===== src/rtl/lmul_uop_sequencer.sv =====
// Splits one LMUL-grouped vector instruction into LMUL single-register micro-ops.
// Optional legality checking is compiled in with `define VREG_GROUP_CHECK_EN.
module lmul_uop_sequencer #(
    parameter int MAX_LMUL = 8
) (
    input  logic       clk,
    input  logic       rst,
    input  logic       in_valid,
    output logic       in_ready,
    input  logic [4:0] in_vs1,
    input  logic [4:0] in_vs2,
    input  logic [4:0] in_vd,
    input  logic [2:0] in_lmul,
    output logic       uop_valid,
    input  logic       uop_ready,
    output logic [4:0] uop_vs1,
    output logic [4:0] uop_vs2,
    output logic [4:0] uop_vd,
    output logic [2:0] uop_idx,
    output logic       uop_last,
    output logic       fe_stall,
    output logic       illegal,
    output logic       dbg_state
);

    // Handshakes: a transfer happens on a rising edge where valid && ready.
    // in_ready depends combinationally on uop_ready so the next group can be
    // accepted in the same cycle as the last micro-op of the current one.

    typedef enum logic {
        IDLE  = 1'b0,
        ISSUE = 1'b1
    } state_t;

    localparam logic [3:0] MAX_L = 4'(MAX_LMUL);

    state_t     state_q, state_d;
    logic [4:0] vs1_q, vs2_q, vd_q;
    logic [4:0] vs1_d, vs2_d, vd_d;
    logic [2:0] idx_q, idx_d;
    logic [2:0] rem_q, rem_d;
    logic       illegal_q, illegal_d;

    logic [3:0] lmul_raw;
    logic [3:0] lmul_eff;
    logic       instr_bad;
    logic       accept;
    logic       handshake;

    // Reserved encodings fall back to a single register.
    always_comb begin
        case (in_lmul)
            3'b000:  lmul_raw = 4'd1;
            3'b001:  lmul_raw = 4'd2;
            3'b010:  lmul_raw = 4'd4;
            3'b011:  lmul_raw = 4'd8;
            default: lmul_raw = 4'd1;
        endcase
        lmul_eff = (lmul_raw > MAX_L) ? MAX_L : lmul_raw;
    end

`ifdef VREG_GROUP_CHECK_EN
    logic [4:0] align_mask;
    assign align_mask = 5'(lmul_raw - 4'd1);
    assign instr_bad  = in_lmul[2] || (lmul_raw > MAX_L) ||
                        (|((in_vs1 | in_vs2 | in_vd) & align_mask));
`else
    assign instr_bad = 1'b0;
`endif

    assign uop_valid = (state_q == ISSUE);
    assign uop_last  = (rem_q == 3'd0);
    assign handshake = uop_valid && uop_ready;
    assign in_ready  = (state_q == IDLE) || (handshake && uop_last);
    assign accept    = in_valid && in_ready;
    assign fe_stall  = !in_ready;
    assign uop_vs1   = vs1_q;
    assign uop_vs2   = vs2_q;
    assign uop_vd    = vd_q;
    assign uop_idx   = idx_q;
    assign illegal   = illegal_q;
    assign dbg_state = state_q;

    always_comb begin
        state_d   = state_q;
        vs1_d     = vs1_q;
        vs2_d     = vs2_q;
        vd_d      = vd_q;
        idx_d     = idx_q;
        rem_d     = rem_q;
        illegal_d = 1'b0;
        if (accept) begin
            if (instr_bad) begin
                state_d   = IDLE;
                illegal_d = 1'b1;
            end else begin
                state_d = ISSUE;
                vs1_d   = in_vs1;
                vs2_d   = in_vs2;
                vd_d    = in_vd;
                idx_d   = 3'd0;
                rem_d   = 3'(lmul_eff - 4'd1);
            end
        end else if (handshake) begin
            if (uop_last) begin
                state_d = IDLE;
            end else begin
                // 5-bit register indices wrap 31 -> 0 naturally.
                vs1_d = vs1_q + 5'd1;
                vs2_d = vs2_q + 5'd1;
                vd_d  = vd_q + 5'd1;
                idx_d = idx_q + 3'd1;
                rem_d = rem_q - 3'd1;
            end
        end
    end

    always_ff @(posedge clk or posedge rst) begin
        if (rst) begin
            state_q   <= IDLE;
            vs1_q     <= 5'd0;
            vs2_q     <= 5'd0;
            vd_q      <= 5'd0;
            idx_q     <= 3'd0;
            rem_q     <= 3'd0;
            illegal_q <= 1'b0;
        end else begin
            state_q   <= state_d;
            vs1_q     <= vs1_d;
            vs2_q     <= vs2_d;
            vd_q      <= vd_d;
            idx_q     <= idx_d;
            rem_q     <= rem_d;
            illegal_q <= illegal_d;
        end
    end

endmodule


===== config.mk =====
export PLATFORM = sky130hd
export DESIGN_NAME = lmul_uop_sequencer
export DESIGN_NICKNAME = d
export VERILOG_FILES = /design/src/rtl/lmul_uop_sequencer.sv
export SDC_FILE = /design/constraint.sdc
export NUM_CORES = 1
export LEC_CHECK = 0
export BUFFER_PORTS_ARGS = -buffer_cell sky130_fd_sc_hd__buf_4
export CAP_MARGIN = 20
export CORE_MARGIN = 1
export CORE_UTILIZATION = 49
export CTS_CLUSTER_SIZE = 25
export DETAILED_ROUTE_END_ITERATION = 10
export PLACE_DENSITY = 0.78
export SKIP_CTS_REPAIR_TIMING = 1
export SLEW_MARGIN = 20
export SYNTH_ARGS = -nofsm -noshare
export SYNTH_HDL_FRONTEND = slang
export SYNTH_SLANG_ARGS = --single-unit
export TNS_END_PERCENT = 5

===== constraint.sdc =====
create_clock -name clk -period 3.7 [get_ports clk]
set_input_delay 0 -clock clk [delete_from_list [all_inputs] [get_ports clk]]
set_output_delay 0 -clock clk [all_outputs]
set_load 0.02 [all_outputs]

### Yosys cells after proc, flatten, opt, wreduce, memory -nomap -nowiden

Cells that the tools add are included.

* flip-flop bits (word level): 22

* add/sub/neg operators: 6
* $lt $le $gt $ge: 1
* eq/ne operators: 4
* muxes and demuxes: 20
* bitwise gates (word level): 1
* reduce and logical (&&, ||, !) cells: 10

Operators by type and width (count)
* 2-to-1 mux 5 bit: 9
* 2-to-1 mux 3 bit: 7
* adder 5 x 1 -> 5 bit, second input constant: 3
* case mux 4 bit (3 select lines): 1
* == test 3 x 2 -> 1 bit, second input constant: 2
* subtractor 3 x 1 -> 3 bit, second input constant: 2
* > comparator 4 bit, second input constant: 1
* AND reduction 2 bit: 2
* nonzero test 2 bit: 2
* adder 3 x 1 -> 3 bit, second input constant: 1
* == test 3 x 1 -> 1 bit, second input constant: 1
* logical AND 1 bit: 3
* zero test 3 bit: 1
* 2-to-1 mux 1 bit: 3
* inequality test 2 x 1 -> 1 bit, second input constant: 1
* zero test 1 bit: 1
* logical OR 1 bit: 1
* NOT 1 bit: 1

### Logic depth before layout (Yosys ltp)

Gate-level depths: netlist of run 1.

* word-level depth: 6
* mapped depth: 10
* mapped depth without buffers: 9

### Worst setup path before layout of run 1

Ideal clock, no wire load.

* path type: register to register
* start point: register rem_q[0]
* end point: register rem_q[2]
* data arrival time: 2.445 ns
* setup slack: 1.178 ns
* stages on the path, launching flop included: 11
* period minus slack after synthesis: 2.522 ns
* path through: dfrtp_1 buf_6 or4b_4 a21bo_4 or3_1 o21ai_0 ha_1 o21bai_1 a21oi_1 o31a_1 a21oi_1

* cells in the longest elaborated chain, start to end: 6

RTL lines
* start, declared: RTL line 41 `logic [2:0] rem_q, rem_d;`
* start signal, assigned: RTL line 133 `rem_q <= rem_d;`
* parallel branches: the longest is 6 deep, another holds subtractor 3 x 1 -> 3 bit

Several ways; the timed one is not identified. The select of a mux whose other input is x is not followed.
A chain may end at the register's enable or synchronous reset.

### Final worst setup path of run 1

Same ends and word-level chain as after synthesis.

==> flow_metrics.env, run 1 <==
export IMPL_outcome="finished, violations left"
export IMPL_violations="hold timing"
export IMPL_power_density_mw_per_mm2=851
export IMPL_reg2reg_to="rem_q[2]$_DFFE_PP0P_"
export IMPL_vias_per_cell=5.81
export IMPL_area_delta_synth_final_pct=30.2
export IMPL_worstPathRequired_ps=3960
export IMPL_hold_class="input pin to flip-flop"
export IMPL_die_y_um=54.1
export IMPL_coreArea_mm2=0.00252
export IMPL_dr_total_vias=1272
export IMPL_cts_root_buf="clkbuf_4"
export IMPL_critPathKind="flip-flop to flip-flop"
export IMPL_initial_utilization=0.528
export IMPL_drtPass1Iterations=4
export IMPL_clockBufferDepth=2
export IMPL_clk_pin_slew_ps=130
export IMPL_internal_power_uw=781
export IMPL_finClkSkew_ps=9.78
export IMPL_drt_wl_total_um=3190
export IMPL_hold_end="uop_vs1[2]$_DFFE_PP0P_"
export IMPL_synth_compound_gate_area_share=0.238
export IMPL_worst_ep_arrival_time_ps=3070
export IMPL_drtIter0Drc=39
export IMPL_synth_simple_area_share=0.176
export IMPL_crit_buf_inv=0
export IMPL_max_vdd_ir_drop_v=0.000508
export IMPL_cts_htree_levels=1
export IMPL_power_frac_seq=0.364
export IMPL_cts_buffers=3
export IMPL_drc_errors=0
export IMPL_synth_area_per_cell_um2=9.24
export IMPL_hold_worst_slack_ps=-26.8
export IMPL_power_leakage_uw=0.000830
export IMPL_grt_max_degree=23
export IMPL_syn_area_mm2=0.00133
export IMPL_cp_end_kind="flip-flop"
export IMPL_fin_area_mm2=0.00173
export IMPL_fin_nets=218
export IMPL_antennaDiodeCount=0
export IMPL_place_gp_congestion=0.799
export IMPL_fin_crit_sh=0.759
export IMPL_grt_overflow_total=0
export IMPL_cpLargestDelayFamily="compound AO/OA/AOI/OAI gates"
export IMPL_antenna_found_initial=0
export IMPL_fp_row_count=18
export IMPL_clk_insertion_delay_late_ps=320
export IMPL_cp_max_fo=22
export IMPL_io_pins=46
export IMPL_switching_power_uw=693
export IMPL_cts_tree="yes"
export IMPL_critical_path_max_stage_delay_ps=600
export IMPL_routedWlPerCell_um=14.6
export IMPL_rrSetupSlack_ps=890
export IMPL_grt_pass1_vias=1053
export IMPL_io_buffer_count=44
export IMPL_ys_ff_latch=22
export IMPL_die_w_um=54.1
export IMPL_grtUsageTotal=0.235
export IMPL_postPlaceCellArea_mm2=0.00164
export IMPL_synth_top_family_by_area="compound AO/OA/AOI/OAI gates"
export IMPL_relSlewSlack=0.437
export IMPL_finalHoldViolCount=4
export IMPL_hpwl_um=2220
export IMPL_startpoint_type="flip-flop"
export IMPL_tightest_slew_ps=844
export IMPL_cts_sinks=22
export IMPL_synthCells=144
export IMPL_r2r_start="rem_q[0]$_DFFE_PP0P_"
export IMPL_combPwrFrac=0.559
export IMPL_synth_xor_area_share=0.00658
export IMPL_reg2reg_depth=9
export IMPL_drv_slew=0
export IMPL_max_cap_violations=0
export IMPL_finalSetupViolCount=0
export IMPL_fin_setup_tns_ps=0
export IMPL_min_from="in_vs1[2]"
export IMPL_cpMaxStageDelayCell="or4b_4"
export IMPL_die_area_mm2=0.00293
export IMPL_synth_nets=171
export IMPL_postRouteAntennaNets=0
export IMPL_clockPowerShare=0.078
export IMPL_synth_cell_types=39
export IMPL_cp_common_cell="a21oi_1"
export IMPL_drive_above_1_share=0.280
export IMPL_yosys_warnings=0
export IMPL_crit_chain="or4b_4, a21bo_4, or3_1, o21ai_0, ha_1, o21bai_1, a21oi_1, o31a_1, a21oi_1"
export IMPL_period_needed_ps=2810
export IMPL_grt_first_pass_wirelength_um=4880
export IMPL_ys_seq_area_frac=0.414
export IMPL_switching_share=0.470
export IMPL_synthAdderAreaFrac=0.0470
export IMPL_rsz0062_at_grt="no"
export IMPL_synthMuxAreaShare=0.0611
export IMPL_fmax_ghz=0.356
export IMPL_hold_depth=3
## synthesized netlist by cell type, drive strengths merged
master | instances | area (µm²)
a21bo | 1 | 16.3
a21oi | 16 | 80.1
o311a | 1 | 10.0
o31a | 1 | 8.76
inv | 4 | 15.0
o211ai | 3 | 22.5
o21bai | 1 | 7.51
xor2 | 1 | 8.76
ha | 5 | 62.6
clkbuf | 3 | 11.3
nand2b | 1 | 6.26
and2 | 1 | 6.26
a22o | 1 | 8.76
a21boi | 2 | 18.8
or3 | 1 | 6.26
mux2 | 1 | 11.3
a2bb2oi | 5 | 43.8
buf | 6 | 47.5
nand2 | 13 | 48.8
a221o | 1 | 10.0
dfrtp | 22 | 551
nand4 | 6 | 37.5
nor2 | 12 | 45.0
o21ai | 8 | 43.8
a211oi | 2 | 15.0
a31o | 1 | 8.76
nor3 | 1 | 5.00
nand3 | 10 | 50.1
or4b | 1 | 13.8
conb | 1 | 3.75
o21a | 1 | 7.51
nor3b | 1 | 7.51
mux2i | 7 | 70.1
a22oi | 2 | 15.0
or4 | 1 | 7.51
## through the flow
step	hold slack, ps	total power [µW]	cells	util	setup slack (ps)
5_1_grt	0.838	1590	219	0.687	708
4_1_cts	-127	1470	212	0.659	897
3_5_place_dp	219	1360	209	0.650	929
2_1_floorplan	-10.8	1070	144	-	1180
3_3_place_gp	208	1330	209	0.650	1040
6_report	-26.8	1470	219	0.687	890
## logic make-up (layout without fill, tap and decap cells)
logic type | after synthesis | in the layout
buffers and inverters | 13 | 58
AO/OA/AOI/OAI | 46 | 46
adder cells (fa/ha/maj) | 5 | 5
multiplexers | 8 | 8
other | 1 | 1
flip-flops | 22 | 22
AND/OR/NAND/NOR | 48 | 48
XOR/XNOR | 1 | 1
## flip-flops by register name, summed over array words and instances (netlist names)
name	cells
uop_vs2	5
uop_idx	3
uop_vd	5
dbg_state	1
rem_q	3
uop_vs1	5
## per-layer routing
metal	track usage	share of wire	vias to the layer above
met4	0.0769	0.0094	0
li1	-	-	624
met1	0.326	0.44	611
met2	0.376	0.50	34
met3	0.0254	0.048	3
met5	0	0	-
## how the worst max path moves through the flow
stage                              start                   end  cells after the start
floorplan           rem_q[0]$_DFFE_PP0P_  rem_q[2]$_DFFE_PP0P_                     10
global placement    rem_q[0]$_DFFE_PP0P_  rem_q[2]$_DFFE_PP0P_                      9
detailed placement  rem_q[0]$_DFFE_PP0P_  rem_q[2]$_DFFE_PP0P_                      9
CTS                 rem_q[0]$_DFFE_PP0P_  rem_q[2]$_DFFE_PP0P_                      9
global route        rem_q[0]$_DFFE_PP0P_  rem_q[2]$_DFFE_PP0P_                      9
finish              rem_q[0]$_DFFE_PP0P_  rem_q[2]$_DFFE_PP0P_                      9
## power groups by stage
stage               logic, µW  clock network (µW)  registers [µW]
floorplan                 458                   0             611
CTS                       823                 114             532
finish                    824                 115             536
global route              902                 126             559
global placement          804                   0             525
detailed placement        821                   0             536
## worst reg2reg max path: stages (launching register included)
cell	delay, ps
dfrtp_1	490
or4b_4	600
a21bo_4	330
or3_1	400
o21ai_0	90
ha_1	230
o21bai_1	130
a21oi_1	90
o31a_1	280
a21oi_1	110
## layout make-up
cell class | instances | area (µm²)
multi-input cells | 109 | 707
inverters | 4 | 15.0
clock buffers | 3 | 22.5
fillers | 224 | 790
well taps | 30 | 37.5
flip-flops and latches | 22 | 551
repair buffers | 51 | 400
## cell usage in the layout (no fill, tap or decap)
master | Yosys | final
buf_4 | 2 | 44
dfrtp_1 | 22 | 22
a21oi_1 | 16 | 16
nand2_1 | 13 | 13
nor2_1 | 12 | 12
nand3_1 | 10 | 10
o21ai_0 | 7 | 7
mux2i_1 | 7 | 7
dlygate4sd3_1 | 0 | 7
nand4_1 | 6 | 6
a2bb2oi_1 | 5 | 5
ha_1 | 5 | 5
inv_1 | 4 | 4
o211ai_1 | 3 | 3
clkbuf_4 | 0 | 3
a22oi_1 | 2 | 2
a211oi_1 | 2 | 2
or4b_4 | 1 | 1
nand2b_1 | 1 | 1
a21bo_4 | 1 | 1
mux2_2 | 1 | 1
or4_1 | 1 | 1
and2_1 | 1 | 1
a31o_2 | 1 | 1
o311a_1 | 1 | 1
a21boi_2 | 1 | 1
or3_1 | 1 | 1
a21boi_0 | 1 | 1
nor3_1 | 1 | 1
a22o_1 | 1 | 1
o21ai_2 | 1 | 1
a221o_1 | 1 | 1
nor3b_1 | 1 | 1
o21bai_1 | 1 | 1
o21a_1 | 1 | 1
o31a_1 | 1 | 1
xor2_1 | 1 | 1
conb_1 | 1 | 1
(Power assumes the default switching activity.)
==> inputs of run 2 (changes only) <==
Settings changed: ABC_AREA from default to 1.
Clock period 3.7 ns to 2.9 ns, I/O delays scaled along.
==> run 2 against run 1 <==
Total power grew 23%. Global-route usage decreased by 2.7 points. The flow still finishes with violations (hold timing). Via count is 2.4% lower. Critical path type unchanged. Critical endpoint unchanged. Non-clock buffer count up 2.
==> flow_metrics.env, run 2 <==
export IMPL_cpMaxStageDelayCell="dfrtp_1"
export IMPL_antenna_found_initial=0
export IMPL_synth_top_area_cell="dfrtp_1"
export IMPL_grt_max_degree=25
export IMPL_max_vdd_ir_drop_v=0.000661
export IMPL_syn_area_mm2=0.00135
export IMPL_synth_simple_area_share=0.286
export IMPL_startpoint_type="flip-flop"
export IMPL_hold_class="input pin to flip-flop"
export IMPL_yosysMostFrequentCell="nand2_1"
export IMPL_synth_nets=198
export IMPL_synth_top_family_by_area="simple AND/OR/NAND/NOR gates"
export IMPL_cp_max_fo=24
export IMPL_power_leakage_uw=0.000938
export IMPL_fmax_ghz=0.570
export IMPL_critPathKind="flip-flop to flip-flop"
export IMPL_drive_above_1_share=0.253
export IMPL_grtUsageTotal=0.207
export IMPL_clockBufferDepth=2
export IMPL_utilization=0.698
export IMPL_io_pins=46
export IMPL_power_density_mw_per_mm2=1020
export IMPL_ys_async_sr_fraction=1.00
export IMPL_grt_pass1_vias=1083
export IMPL_finClkSkew_ps=6.00
export IMPL_finalSetupViolCount=0
export IMPL_finalHoldViolCount=4
export IMPL_synthCells=171
export IMPL_io_buffer_count=44
export IMPL_synth_cell_types=21
export IMPL_postRouteAntennaNets=0
export IMPL_die_y_um=54.5
export IMPL_hpwl_um=2040
export IMPL_ys_flop_type="dfrtp_1"
export IMPL_die_w_um=54.5
export IMPL_drv_slew=0
export IMPL_drtIter0Drc=28
export IMPL_cts_tree="yes"
export IMPL_grt_first_pass_wirelength_um=4390
export IMPL_max_cap_violations=0
export IMPL_rsz0062_at_grt="no"
export IMPL_final_common_cell="nand2_1"
export IMPL_cts_htree_levels=1
export IMPL_crit_chain="a21oi_4, nand2_4, inv_4, o21ai_0, ha_1, inv_1, nand3_1, nand3_1, nand2_1"
export IMPL_synth_top_cell_area_share=0.408
export IMPL_tightest_slew_ps=804
export IMPL_clk_insertion_delay_late_ps=310
export IMPL_synthMuxAreaShare=0.00742
export IMPL_place_gp_congestion=0.778
export IMPL_fin_nets=249
export IMPL_synthTopCellsByArea="dfrtp_1, nand2_1, o21ai_0"
export IMPL_drtPass1Iterations=4
export IMPL_synth_edf_count=0
export IMPL_cts_root_buf="clkbuf_4"
export IMPL_yosys_warnings=0
export IMPL_outcome="finished, violations left"
export IMPL_synthAdderAreaFrac=0.0464
export IMPL_critical_path_max_stage_delay_ps=500
export IMPL_worstPathRequired_ps=3110
export IMPL_synth_top_cells_by_count="nand2_1, dfrtp_1, o21ai_0"
export IMPL_synth_xor_area_share=0.0649
export IMPL_fin_crit_sh=0.604
export IMPL_dr_total_vias=1241
export IMPL_vias_per_cell=4.94
export IMPL_ys_seq_area_frac=0.408
export IMPL_hold_worst_slack_ps=-10.5
export IMPL_violations="hold timing"
export IMPL_relSlewSlack=0.463
export IMPL_coreArea_mm2=0.00254
export IMPL_cp_common_cell="nand3_1"
export IMPL_die_area_mm2=0.00297
export IMPL_cts_buffers=3
export IMPL_synth_compound_gate_area_share=0.0937
export IMPL_grt_overflow_total=0
export IMPL_clk_pin_slew_ps=110
export IMPL_period_needed_ps=1750
export IMPL_initial_utilization=0.530
export IMPL_mostFrequentLayoutCells="nand2_1, buf_4, dfrtp_1"
export IMPL_fp_row_count=18
export IMPL_fin_setup_tns_ps=0
export IMPL_cp_end_kind="flip-flop"
export IMPL_routedWlPerCell_um=11.3
export IMPL_fin_cells=251
export IMPL_cts_sinks=22
export IMPL_synth_area_per_cell_um2=7.89
export IMPL_area_delta_synth_final_pct=31.6
export IMPL_ys_ff_latch=22
export IMPL_reg2reg_depth=9
export IMPL_worst_ep_arrival_time_ps=1970
export IMPL_drc_errors=0
export IMPL_antennaDiodeCount=0
export IMPL_hold_depth=5
export IMPL_place_inst=238
export IMPL_drt_wl_total_um=2850
==> run 2: changes by cell type after synthesis, sizes merged, moves of 6 or more <==
cell / previous run / this run
o21ai: 8 / 19
mux2i: 7 / 1
a21oi: 16 / 1
inv: 4 / 14
nand2: 13 / 70
nand4: 6 / 0
==> run 2: cell type report <==
| cell class | instances | area [µm²] |
|---|---|---|
| Inverter | 14 | 55.1 |
| Multi-Input combinational cell | 128 | 676 |
| Timing Repair Buffer | 53 | 420 |
| Fill cell | 200 | 769 |
| Tap cell | 30 | 37.5 |
| Sequential cell | 22 | 551 |
| Clock buffer | 4 | 36.3 |
==> run 2: power breakdown <==
| part | internal, µW | total (µW) | switching, µW |
|---|---|---|---|
| combinational | 443 | 1040 | 592 |
| clock | 76.8 | 169 | 92.2 |
| sequential | 447 | 608 | 161 |
| total | 967 | 1810 | 846 |
==> run 2: path summary, 6_finish.rpt <==
kind	to	from	slack, ps
setup / recovery	rem_q[2]$_DFFE_PP0P_	dbg_state$_DFFE_PP0P_	1150
hold / removal	uop_vs1[4]$_DFFE_PP0P_	in_vs1[4]	-10
setup reg to reg	rem_q[2]$_DFFE_PP0P_	dbg_state$_DFFE_PP0P_	1150
hold reg to reg	uop_idx[1]$_DFFE_PP0P_	uop_idx[1]$_DFFE_PP0P_	530
max in group asynchronous	dbg_state$_DFFE_PP0P_	rst	2020
min in group asynchronous	uop_vs2[4]$_DFFE_PP0P_	rst	380
==> run 2: critical path: cells and delay by family (launching register included) <==
kind / cells / cell delay (ps)
flops: 1 / 500
fa+ha+maj: 1 / 200
buf+inv: 2 / 240
simple gates: 4 / 320
compound gates: 2 / 390
==> run 2: per-layer routing <==
layer  part of all wire  routed length (µm)  global-route usage
met5                  0                   0                   0
met4              0.022                  64               0.115
met3              0.048                 136              0.0361
met2               0.48                1360               0.321
met1               0.45                1290               0.272
==> run 2: kinds of logic (layout without fill, tap and decap cells) <==
kind of cell,after synthesis,in the layout
xor gates and xnor gates,10,10
muxes,1,1
DFF,22,22
and+or+nand+nor,89,89
buffers and inverters,21,71
adders and majority gates,5,5
other,1,1
AOI/OAI and AO/OA,22,22
==> run 2: stage by stage <==
| step | setup slack (ps) | area (µm²) | power, µW | hold WS (ps) |
|---|---|---|---|---|
| detailed placement | 1160 | 1650 | 1640 | 211 |
| global placement | 1240 | 1650 | 1610 | 211 |
| CTS | 1140 | 1690 | 1810 | -139 |
| global route | 995 | 1780 | 1960 | 1.03 |
| floorplan | 1190 | 1350 | 1320 | -10.8 |
| finish | 1150 | 1780 | 1810 | -10.5 |
